[config.mk]
export PLATFORM = sky130hd
export DESIGN_NAME = mcpu_controlunit_flat
export DESIGN_NICKNAME = d
export VERILOG_FILES = /design/src/rtl/mcpu_pkg.sv /design/src/rtl/mcpu_controlunit_if.sv /design/src/rtl/mcpu_decoder.sv /design/src/rtl/mcpu_controlunit.sv /design/src/flat_wrapper.sv
export SDC_FILE = /design/constraint.sdc
export NUM_CORES = 1
export LEC_CHECK = 0
export BUFFER_PORTS_ARGS = -buffer_cell sky130_fd_sc_hd__buf_2
export CORE_MARGIN = 1.5
export CORE_UTILIZATION = 54
export CTS_CLUSTER_SIZE = 30
export DETAILED_ROUTE_END_ITERATION = 10
export GPL_ROUTABILITY_DRIVEN = 0
export PLACE_DENSITY_LB_ADDON = 0.15
export SLEW_MARGIN = 20
export SYNTH_ARGS = -nofsm -noshare
export SYNTH_HDL_FRONTEND = slang
export SYNTH_SLANG_ARGS = --single-unit
[constraint.sdc]
create_clock -name clk -period 2.6 [get_ports clk]
set_clock_uncertainty 0.2 [all_clocks]
set_input_delay 0.13 -clock clk [delete_from_list [all_inputs] [get_ports clk]]
set_output_delay 0.13 -clock clk [all_outputs]
set_load 0.005 [all_outputs]
[src/rtl/mcpu_pkg.sv]
// Shared MCPU definitions: widths, opcodes, register-file commands,
// ALU selects, sequencer states and the decoder's output bundle.
package mcpu_pkg;

  localparam int WORD_SIZE    = 16;
  localparam int OPERAND_SIZE = 4;
  localparam int OPCODE_SIZE  = 4;
  localparam int PC_WIDTH     = 8;

  localparam logic [OPCODE_SIZE-1:0] OP_NOP   = 4'h0;
  localparam logic [OPCODE_SIZE-1:0] OP_ADD   = 4'h1;
  localparam logic [OPCODE_SIZE-1:0] OP_SUB   = 4'h2;
  localparam logic [OPCODE_SIZE-1:0] OP_AND   = 4'h3;
  localparam logic [OPCODE_SIZE-1:0] OP_OR    = 4'h4;
  localparam logic [OPCODE_SIZE-1:0] OP_MOV   = 4'h5;
  localparam logic [OPCODE_SIZE-1:0] OP_LOAD  = 4'h6;
  localparam logic [OPCODE_SIZE-1:0] OP_STORE = 4'h7;
  localparam logic [OPCODE_SIZE-1:0] OP_JMP   = 4'h8;
  localparam logic [OPCODE_SIZE-1:0] OP_HALT  = 4'hF;

  typedef enum logic [1:0] {
    NORMAL_EX      = 2'd0,
    MOV_INTERNAL   = 2'd1,
    LOAD_FROM_DATA = 2'd2,
    DO_NOTHING     = 2'd3
  } regsetcmd_e;

  typedef enum logic [2:0] {
    ALU_ADD = 3'd0,
    ALU_SUB = 3'd1,
    ALU_AND = 3'd2,
    ALU_OR  = 3'd3
  } aluop_e;

  typedef enum logic [2:0] {
    FETCH  = 3'd0,
    WAIT_I = 3'd1,
    DECODE = 3'd2,
    EXEC   = 3'd3,
    MEM    = 3'd4,
    WB     = 3'd5,
    HALT   = 3'd6
  } state_e;

  typedef struct packed {
    aluop_e     aluop;
    regsetcmd_e regsetcmd;
    logic       is_mem;
    logic       is_load;
    logic       writes_reg;
    logic       is_jmp;
    logic       is_halt;
  } dec_t;

  function automatic logic [PC_WIDTH-1:0] pc_inc(input logic [PC_WIDTH-1:0] pc);
    return pc + {{(PC_WIDTH-1){1'b0}}, 1'b1};
  endfunction

  // Jump target is the {op2,op3} byte, fitted to the PC width.
  function automatic logic [PC_WIDTH-1:0] jmp_target(input logic [WORD_SIZE-1:0] ir);
    return PC_WIDTH'(ir[2*OPERAND_SIZE-1:0]);
  endfunction

endpackage

[src/rtl/mcpu_controlunit_if.sv]
// Bus between the MCPU sequencer and its instruction memory, data memory
// and register file. master = sequencer side.
interface mcpu_controlunit_if;
  import mcpu_pkg::*;

  logic [PC_WIDTH-1:0]     pc;
  logic                    ifetch;
  logic [WORD_SIZE-1:0]    instr;
  logic                    instr_valid;
  logic [OPERAND_SIZE-1:0] op1;
  logic [OPERAND_SIZE-1:0] op2;
  logic [OPERAND_SIZE-1:0] op3;
  logic [2:0]              aluop;
  logic [1:0]              regsetcmd;
  logic                    regsetwb;
  logic                    mem_rd;
  logic                    mem_wr;
  logic                    mem_ready;
  logic                    halted;

  modport master (
    output pc, ifetch, op1, op2, op3, aluop, regsetcmd, regsetwb,
           mem_rd, mem_wr, halted,
    input  instr, instr_valid, mem_ready
  );

  modport slave (
    input  pc, ifetch, op1, op2, op3, aluop, regsetcmd, regsetwb,
           mem_rd, mem_wr, halted,
    output instr, instr_valid, mem_ready
  );

endinterface

[src/rtl/mcpu_decoder.sv]
// Combinational opcode classifier for the MCPU sequencer.
module mcpu_decoder
  import mcpu_pkg::*;
(
  input  logic [OPCODE_SIZE-1:0] opcode,
  output dec_t                   dec
);

  // Map each opcode to its control bundle; unknown opcodes behave as NOP.
  always_comb begin
    dec            = '0;
    dec.aluop      = ALU_ADD;
    dec.regsetcmd  = DO_NOTHING;
    case (opcode)
      OP_ADD:   begin dec.aluop = ALU_ADD; dec.regsetcmd = NORMAL_EX; dec.writes_reg = 1'b1; end
      OP_SUB:   begin dec.aluop = ALU_SUB; dec.regsetcmd = NORMAL_EX; dec.writes_reg = 1'b1; end
      OP_AND:   begin dec.aluop = ALU_AND; dec.regsetcmd = NORMAL_EX; dec.writes_reg = 1'b1; end
      OP_OR:    begin dec.aluop = ALU_OR;  dec.regsetcmd = NORMAL_EX; dec.writes_reg = 1'b1; end
      OP_MOV:   begin dec.regsetcmd = MOV_INTERNAL; dec.writes_reg = 1'b1; end
      OP_LOAD:  begin
        dec.regsetcmd  = LOAD_FROM_DATA;
        dec.is_mem     = 1'b1;
        dec.is_load    = 1'b1;
        dec.writes_reg = 1'b1;
      end
      OP_STORE: dec.is_mem  = 1'b1;
      OP_JMP:   dec.is_jmp  = 1'b1;
      OP_HALT:  dec.is_halt = 1'b1;
      OP_NOP:   dec.is_jmp  = 1'b0;
      default:  dec.is_jmp  = 1'b0;
    endcase
  end

endmodule

[src/rtl/mcpu_controlunit.sv]
// MCPU multi-cycle sequencer: fetch, decode, execute, memory and write-back.
// Optional retired-instruction counter enabled by MCPU_CTRL_PERFCNT_EN.
module mcpu_controlunit
  import mcpu_pkg::*;
(
  input  logic               clk,
  input  logic               reset_n,
  mcpu_controlunit_if.master bus
`ifdef MCPU_CTRL_PERFCNT_EN
  ,
  output logic [15:0]        retired
`endif
);

  state_e                  state_q, state_d;
  logic [PC_WIDTH-1:0]     pc_q, pc_d;
  logic [WORD_SIZE-1:0]    ir_q, ir_d;
  logic [OPERAND_SIZE-1:0] op1_q, op1_d, op2_q, op2_d, op3_q, op3_d;
  aluop_e                  aluop_q, aluop_d;
  regsetcmd_e              regsetcmd_q, regsetcmd_d;
  logic                    regsetwb_q, regsetwb_d;
  logic                    ifetch_q, ifetch_d;
  logic                    mem_rd_q, mem_rd_d;
  logic                    mem_wr_q, mem_wr_d;
  logic                    halted_q, halted_d;
  dec_t                    dec_s;

  mcpu_decoder u_decoder (
    .opcode (ir_q[WORD_SIZE-1 -: OPCODE_SIZE]),
    .dec    (dec_s)
  );

  // Next-state and registered-output computation for the sequencer.
  always_comb begin
    state_d     = state_q;
    pc_d        = pc_q;
    ir_d        = ir_q;
    op1_d       = op1_q;
    op2_d       = op2_q;
    op3_d       = op3_q;
    aluop_d     = aluop_q;
    regsetcmd_d = regsetcmd_q;
    regsetwb_d  = 1'b0;
    ifetch_d    = 1'b0;
    mem_rd_d    = mem_rd_q;
    mem_wr_d    = mem_wr_q;
    halted_d    = halted_q;
    case (state_q)
      FETCH: begin
        ifetch_d = 1'b1;
        state_d  = WAIT_I;
      end
      WAIT_I: begin
        if (bus.instr_valid) begin
          ir_d    = bus.instr;
          state_d = DECODE;
        end else begin
          state_d = WAIT_I;
        end
      end
      DECODE: begin
        // Operand fields and command stay put until the next DECODE so the
        // register file sees stable inputs around the write strobe.
        op1_d       = ir_q[11:8];
        op2_d       = ir_q[7:4];
        op3_d       = ir_q[3:0];
        aluop_d     = dec_s.aluop;
        regsetcmd_d = dec_s.regsetcmd;
        state_d     = EXEC;
      end
      EXEC: begin
        if (dec_s.is_halt) begin
          halted_d = 1'b1;
          state_d  = HALT;
        end else if (dec_s.is_mem) begin
          mem_rd_d = dec_s.is_load;
          mem_wr_d = ~dec_s.is_load;
          state_d  = MEM;
        end else if (dec_s.writes_reg) begin
          state_d = WB;
        end else if (dec_s.is_jmp) begin
          pc_d    = jmp_target(ir_q);
          state_d = FETCH;
        end else begin
          pc_d    = pc_inc(pc_q);
          state_d = FETCH;
        end
      end
      MEM: begin
        if (bus.mem_ready) begin
          mem_rd_d = 1'b0;
          mem_wr_d = 1'b0;
          if (dec_s.is_load) begin
            state_d = WB;
          end else begin
            pc_d    = pc_inc(pc_q);
            state_d = FETCH;
          end
        end else begin
          state_d = MEM;
        end
      end
      WB: begin
        regsetwb_d = 1'b1;
        pc_d       = pc_inc(pc_q);
        state_d    = FETCH;
      end
      HALT:    state_d = HALT;
      default: state_d = FETCH;
    endcase
  end

  // Sequencer state and output registers.
  always_ff @(posedge clk or negedge reset_n) begin
    if (!reset_n) begin
      state_q     <= FETCH;
      pc_q        <= '0;
      ir_q        <= '0;
      op1_q       <= '0;
      op2_q       <= '0;
      op3_q       <= '0;
      aluop_q     <= ALU_ADD;
      regsetcmd_q <= DO_NOTHING;
      regsetwb_q  <= 1'b0;
      ifetch_q    <= 1'b0;
      mem_rd_q    <= 1'b0;
      mem_wr_q    <= 1'b0;
      halted_q    <= 1'b0;
    end else begin
      state_q     <= state_d;
      pc_q        <= pc_d;
      ir_q        <= ir_d;
      op1_q       <= op1_d;
      op2_q       <= op2_d;
      op3_q       <= op3_d;
      aluop_q     <= aluop_d;
      regsetcmd_q <= regsetcmd_d;
      regsetwb_q  <= regsetwb_d;
      ifetch_q    <= ifetch_d;
      mem_rd_q    <= mem_rd_d;
      mem_wr_q    <= mem_wr_d;
      halted_q    <= halted_d;
    end
  end

  assign bus.pc        = pc_q;
  assign bus.ifetch    = ifetch_q;
  assign bus.op1       = op1_q;
  assign bus.op2       = op2_q;
  assign bus.op3       = op3_q;
  assign bus.aluop     = aluop_q;
  assign bus.regsetcmd = regsetcmd_q;
  assign bus.regsetwb  = regsetwb_q;
  assign bus.mem_rd    = mem_rd_q;
  assign bus.mem_wr    = mem_wr_q;
  assign bus.halted    = halted_q;

`ifdef MCPU_CTRL_PERFCNT_EN
  logic        retire_s;
  logic [15:0] retired_q, retired_d;

  // An instruction retires when it leaves its last state; HALT never retires.
  always_comb begin
    retire_s  = (state_q == WB) ||
                ((state_q == MEM) && bus.mem_ready && !dec_s.is_load) ||
                ((state_q == EXEC) && !dec_s.is_halt && !dec_s.is_mem && !dec_s.writes_reg);
    retired_d = retired_q + {15'd0, retire_s};
  end

  // Retired-instruction counter register.
  always_ff @(posedge clk or negedge reset_n) begin
    if (!reset_n) begin
      retired_q <= 16'd0;
    end else begin
      retired_q <= retired_d;
    end
  end

  assign retired = retired_q;
`endif

endmodule

[src/flat_wrapper.sv]
// flat-port wrapper written by rule: the top's interface ports become plain ports
module mcpu_controlunit_flat import mcpu_pkg::*;
  (clk, reset_n, bus_pc, bus_ifetch, bus_op1, bus_op2, bus_op3, bus_aluop, bus_regsetcmd, bus_regsetwb, bus_mem_rd, bus_mem_wr, bus_halted, bus_instr, bus_instr_valid, bus_mem_ready);
  mcpu_controlunit_if bus_i ();
  input  logic clk;
  input  logic reset_n;
  output wire logic [$bits(bus_i.pc)-1:0] bus_pc;
  output wire logic [$bits(bus_i.ifetch)-1:0] bus_ifetch;
  output wire logic [$bits(bus_i.op1)-1:0] bus_op1;
  output wire logic [$bits(bus_i.op2)-1:0] bus_op2;
  output wire logic [$bits(bus_i.op3)-1:0] bus_op3;
  output wire logic [$bits(bus_i.aluop)-1:0] bus_aluop;
  output wire logic [$bits(bus_i.regsetcmd)-1:0] bus_regsetcmd;
  output wire logic [$bits(bus_i.regsetwb)-1:0] bus_regsetwb;
  output wire logic [$bits(bus_i.mem_rd)-1:0] bus_mem_rd;
  output wire logic [$bits(bus_i.mem_wr)-1:0] bus_mem_wr;
  output wire logic [$bits(bus_i.halted)-1:0] bus_halted;
  input wire logic [$bits(bus_i.instr)-1:0] bus_instr;
  input wire logic [$bits(bus_i.instr_valid)-1:0] bus_instr_valid;
  input wire logic [$bits(bus_i.mem_ready)-1:0] bus_mem_ready;
  assign bus_pc = bus_i.pc;
  assign bus_ifetch = bus_i.ifetch;
  assign bus_op1 = bus_i.op1;
  assign bus_op2 = bus_i.op2;
  assign bus_op3 = bus_i.op3;
  assign bus_aluop = bus_i.aluop;
  assign bus_regsetcmd = bus_i.regsetcmd;
  assign bus_regsetwb = bus_i.regsetwb;
  assign bus_mem_rd = bus_i.mem_rd;
  assign bus_mem_wr = bus_i.mem_wr;
  assign bus_halted = bus_i.halted;
  assign bus_i.instr = bus_instr;
  assign bus_i.instr_valid = bus_instr_valid;
  assign bus_i.mem_ready = bus_mem_ready;
  mcpu_controlunit u_core (.clk(clk), .reset_n(reset_n), .bus(bus_i));
endmodule
# Word-level counts from Yosys, hierarchy flattened
# Index checks and enable logic that the tools add are counted.
[word_totals]
reg_bits = 49
inputBits = 20
elab_cells = 76
[classes]
n_addsub = 1
n_eq_ne = 21
mux = 30
n_bitwise = 1
n_reduce_logical = 10
[ops]
columns = ["operator", "n"]
rows = [
  ["two-way mux 8 bit", 6],
  ["one-hot mux 8 bit (3 select lines)", 1],
  ["one-hot mux 3 bit (6 select lines)", 1],
  ["equality test 4 x 3 -> 1 bit (second input constant)", 4],
  ["two-way mux 3 bit", 5],
  ["two-way mux 1 bit", 12],
  ["one-hot mux 2 bit (3 select lines)", 2],
  ["inequality test 2 bit (second input constant)", 5],
  ["equality test 3 bit (second input constant)", 3],
  ["adder 8 x 1 -> 8 bit (second input constant)", 1],
  ["equality test 4 x 2 -> 1 bit (second input constant)", 2],
  ["equality test 4 bit (second input constant)", 2],
  ["equality test 3 x 2 -> 1 bit (second input constant)", 2],
  ["AND reduction 6 bit", 1],
  ["OR reduction 6 bit", 1],
  ["equality test 4 x 1 -> 1 bit (second input constant)", 1],
  ["one-hot mux 1 bit (2 select lines)", 2],
  ["AND reduction 2 bit", 2],
  ["AND reduction 4 bit", 1],
  ["OR reduction 4 bit", 1],
  ["equality test 3 x 1 -> 1 bit (second input constant)", 1],
  ["zero test 3 bit", 1],
  ["nonzero test 3 bit", 1],
  ["two-way mux 2 bit", 1],
  ["other kinds (4)", 4],
]

# Depth between registers and ports, before layout
[depth]
depth_word = 7
mapped_depth = 7
ltp_nobuf = 5

# Modules after synthesis
# A second synthesis with hierarchy kept.
[hier_totals]
cells_unflattened = 186
hier_area_um2 = 2334.7
[by_module_without_submodules]
columns = ["mod", "n_inst", "cells_each", "area_each_um2"]
rows = [
  ["mcpu_controlunit", 1, 167, 2202.1],
  ["mcpu_decoder", 1, 19, 132.6],
]

# Least setup slack after synthesis
# Ideal clock, no wire load.
[synth_path]
kind = "reg-to-reg"
from = "reg u_core.ir_q[13]"
to = "reg u_core.pc_q[1] (netlist: u_core.bus.pc[1])"
setup_ps = 128
arrival_time_ps = 1750
t_required_ps = 2272
slack_ps = 522
path_stages_with_launch = 6
path_cell_list = "dfrtp_1 buf_6 or4b_4 nor2_4 mux2_1 mux2_1"
[synth_via]
elab_chain_cells = 7
elab_cells_between_ends = 26
classes_between = "eq/ne (13); mux (10); reduce/logical (3)"
[synth_rtl]
columns = ["item", "line", "text"]
rows = [
  ["start, declared", "mcpu_controlunit.sv:17", "logic [WORD_SIZE-1:0] ir_q, ir_d;"],
  ["start signal, assigned", "mcpu_controlunit.sv:132", "ir_q <= ir_d;"],
  ["equality test 4 bit", "mcpu_decoder.sv:14", "case (opcode)"],
  ["two-way mux 1 bit", "mcpu_decoder.sv:14", ""],
  ["two-way mux 8 bit", "mcpu_controlunit.sv:81", "end else if (dec_s.is_jmp) begin"],
  ["two-way mux 8 bit", "mcpu_controlunit.sv:79", "end else if (dec_s.writes_reg) begin"],
  ["two-way mux 8 bit", "mcpu_controlunit.sv:75", "end else if (dec_s.is_mem) begin"],
  ["two-way mux 8 bit", "mcpu_controlunit.sv:72", "if (dec_s.is_halt) begin"],
  ["one-hot mux 8 bit (3 select lines)", "mcpu_controlunit.sv:48", "case (state_q)"],
  ["end signal, assigned", "mcpu_controlunit.sv:131", "pc_q <= pc_d;"],
  ["end, declared", "mcpu_controlunit.sv:16", "logic [PC_WIDTH-1:0] pc_q, pc_d;"],
]
# Parallel ways exist; a longest one is shown, timed or not. The select of a mux whose other input is x is not followed.
# A chain may end at the register's enable or synchronous reset.

# Final worst setup path
[layout_path]
from = "reg u_core.ir_q[14]"
to = "reg u_core.pc_q[1] (netlist: u_core.bus.pc[1])"
# The elaborated chain is that of the path after synthesis.

==> impl_metrics.json <==
{
  "drtAntennaViolNets": 0,
  "ys_seq_area_share_pct": 51.0,
  "crit_fanout": 12,
  "cap_violations": 0,
  "portBuffers": 48,
  "die_area_sq_um": 4780,
  "finalNetCount": 303,
  "post_drt_wl_per_cell_um": 15.1,
  "insertion_delay_ns": 0.30,
  "endpoint_kind": "flip-flop",
  "finalHoldViolCount": 0,
  "drt-pass1-iter-count": 4,
  "netlist.area_leader.share_pct": 48.7,
  "synth_common_cells": "nand2_1, dfrtp_1, a21oi_1, mux2_1, nor2_1",
  "status": "completed",
  "antenna_found_initial": 0,
  "grt_first_pass_wirelength_um": 8680,
  "syn_nets": 239,
  "cts_max_path_buffers": 2,
  "seqPwrFrac_pct": 43.3,
  "diodes": 0,
  "cts_setup_buffers": 0,
  "coreArea_sq_um": 4120,
  "synth_cells": 218,
  "cts_buffers": 5,
  "yosys_warnings": 0,
  "ys_types": 53,
  "synth_edf_count": 0,
  "dr_total_vias": 1824,
  "setup_violations": 0,
  "fill_cells": 309,
  "die_h_um": 69.1,
  "fin_crit_sh_pct": 83.7,
  "synthFlopType": "dfrtp_1",
  "syn2layout_area_growth_pct": 23.4,
  "drtIter0Drc": 137,
  "synth_seq_cells": 48,
  "pwr-share-comb_pct": 39.9,
  "ir_worst_vdd_mv": 0.616,
  "leakage_nw": 1.38,
  "power_switching_mw": 1.29,
  "fin_area_sq_um": 2920,
  "maxSlewHeadroom_pct": 60.2,
  "placed_cell_area_sq_um": 2620,
  "cts_root_buf": "clkbuf_8",
  "grt-ovfl-total": 0,
  "clkTransAtPathRegs_ns": 0.09,
  "worstMarginPinSlew_ns": 0.596,
  "cp.arrival_ns": 2.16,
  "row_count": 23,
  "fin_setup_tns_ns": 0,
  "drive_gt1_share_pct": 29.7,
  "p_int_mw": 2.09,
  "grt_pass1_vias": 1805,
  "viasPerCell": 5.48,
  "ios": 50,
  "fmax_mhz": 459,
  "power_density_nw_per_um2": 1160,
  "hpwl_um": 3420,
  "h-tree-depth": 2,
  "cts_resized": 0,
  "grt.total_usage_pct": 22.5,
  "cts_tree": "yes",
  "hp-class": "input port to flip-flop",
  "synth_top_area_cell": "dfrtp_1",
  "synth.area.top_cells": "dfrtp_1, nand2_1, mux2_1",
  "initial_core_util_pct": 57.4,
  "syn_area_per_cell_sq_um": 10.8,
  "netlist_area_sq_um": 2360,
  "rsz0062_at_grt": "no",
  "slew_viol_final": 0,
  "power.total_mw": 3.37,
  "drcViolationCount": 0,
  "async_reset_ff_share_pct": 100,
  "required_ns": 2.59,
  "startpoint_type": "flip-flop",
  "p_clk_share_pct": 16.8,
  "min_period_ns": 2.18,
  "grt_max_degree": 36,
  "yosysMostFrequentCell": "nand2_1",
  "clkSinkCount": 48,
  "p_sw_share_pct": 38.1,
  "dieWidth_um": 69.1,
  "wl_um": 5040,
  "crit_type": "flip-flop to flip-flop",
  "hold_buffers": 17
}
layer usage:
layer  up-vias  global-route usage (%)  wire (um)
li1        889                       -          -
met1       875                    31.6       2350
met2        53                    35.4       2430
met3         7                    4.68        193
met4         0                    6.75         69
met5         -                       0          0
metrics by stage:
step	setup slack (ns)	cells	hold slack, ns	util (%)
4_1_cts	0.436	333	0.0166	70.8
3_5_place_dp	0.447	308	-0.162	63.8
5_1_grt	0.336	333	0.0316	70.8
3_3_place_gp	0.480	308	-0.165	63.8
6_report	0.423	333	0.0216	70.8
2_1_floorplan	0.522	218	-0.366	-
sequential cells by signal, summed over array words and instances, names as in the netlist, 2 cells and up:
signal                flops
u_core.state_q            3
u_core.bus.aluop          2
u_core.bus.op2            4
u_core.ir_q              16
u_core.bus.pc             8
u_core.bus.regsetcmd      2
u_core.bus.op3            4
u_core.bus.op1            4
cell usage in the layout (no fill, tap or decap), types with 2 or more instances in the layout:
master         netlist  routed
nand2_1             48      48
buf_2                6      48
dfrtp_1             46      46
dlygate4sd3_1        0      17
nor2_1               9       9
a21oi_1              9       9
mux2_1               9       9
mux2_2               8       8
nand3_1              7       7
clkbuf_8             0       6
inv_1                4       4
o21ai_0              4       4
a22oi_1              4       4
o2bb2a_1             4       4
buf_4                2       4
nand3b_1             3       3
nand2b_1             3       3
nor3_1               3       3
a31oi_1              3       3
o2bb2a_4             3       3
mux2i_1              3       3
nor2b_1              2       2
and3_1               2       2
o22ai_1              2       2
o21ai_1              2       2
dfstp_2              2       2
area by class of cell:
cell class | count | area [sq um] | area share, %
flip-flops and latches | 48 | 1200 | 41.3
multi-input cells | 153 | 1070 | 36.7
repair buffers | 69 | 440 | 15.1
clock buffers | 6 | 82.6 | 2.83
well taps | 50 | 62.6 | 2.15
clock inverters | 2 | 38.8 | 1.33
inverters | 5 | 18.8 | 0.644
power by group through the flow:
stage                     Clock [mW]  Combinational, mW  Sequential [mW]
final                          0.566               1.35             1.46
after global placement             0               1.31             1.46
after CTS                      0.580               1.36             1.46
after global routing           0.608               1.50             1.52
after floorplan                    0               1.04             1.33
after detailed placement           0               1.33             1.47
final timing paths:
check	slack [ns]	from	endpoint	cells past startpoint
setup / recovery	0.42	u_core.ir_q[14]$_DFFE_PN0P_	u_core.bus.pc[1]$_DFFE_PN0P_	4
hold / removal	0.02	bus_instr_valid	u_core.state_q[0]$_DFF_PN0_	4
setup reg to reg	0.42	u_core.ir_q[14]$_DFFE_PN0P_	u_core.bus.pc[1]$_DFFE_PN0P_	4
hold reg to reg	0.27	u_core.bus.halted$_DFFE_PN0P_	u_core.bus.halted$_DFFE_PN0P_	1
max in group asynchronous	1.40	reset_n	u_core.bus.regsetcmd[1]$_DFFE_PN1P_	3
min in group asynchronous	0.05	reset_n	u_core.state_q[1]$_DFF_PN0_	2
cells by family (layout without fill, tap and decap cells):
kind of cell	after synthesis	after routing	share of synthesized area (%)
adders and majority gates	1	1	0.530
DFF	48	48	51.0
muxes	20	20	9.38
xor gates and xnor gates	2	2	0.742
AOI/OAI and AO/OA	43	43	15.7
buffers and inverters	17	82	3.81
other	1	1	0.159
and+or+nand+nor	86	86	18.7
worst max-delay path, stage by stage, from the launching register on:
cell and delay, ns:
dfrtp_1 0.54, or4b_4 0.59, nor2_4 0.12, mux2_1 0.32, mux2_1 0.28
No activity file was read; power rests on OpenSTA's default activity.
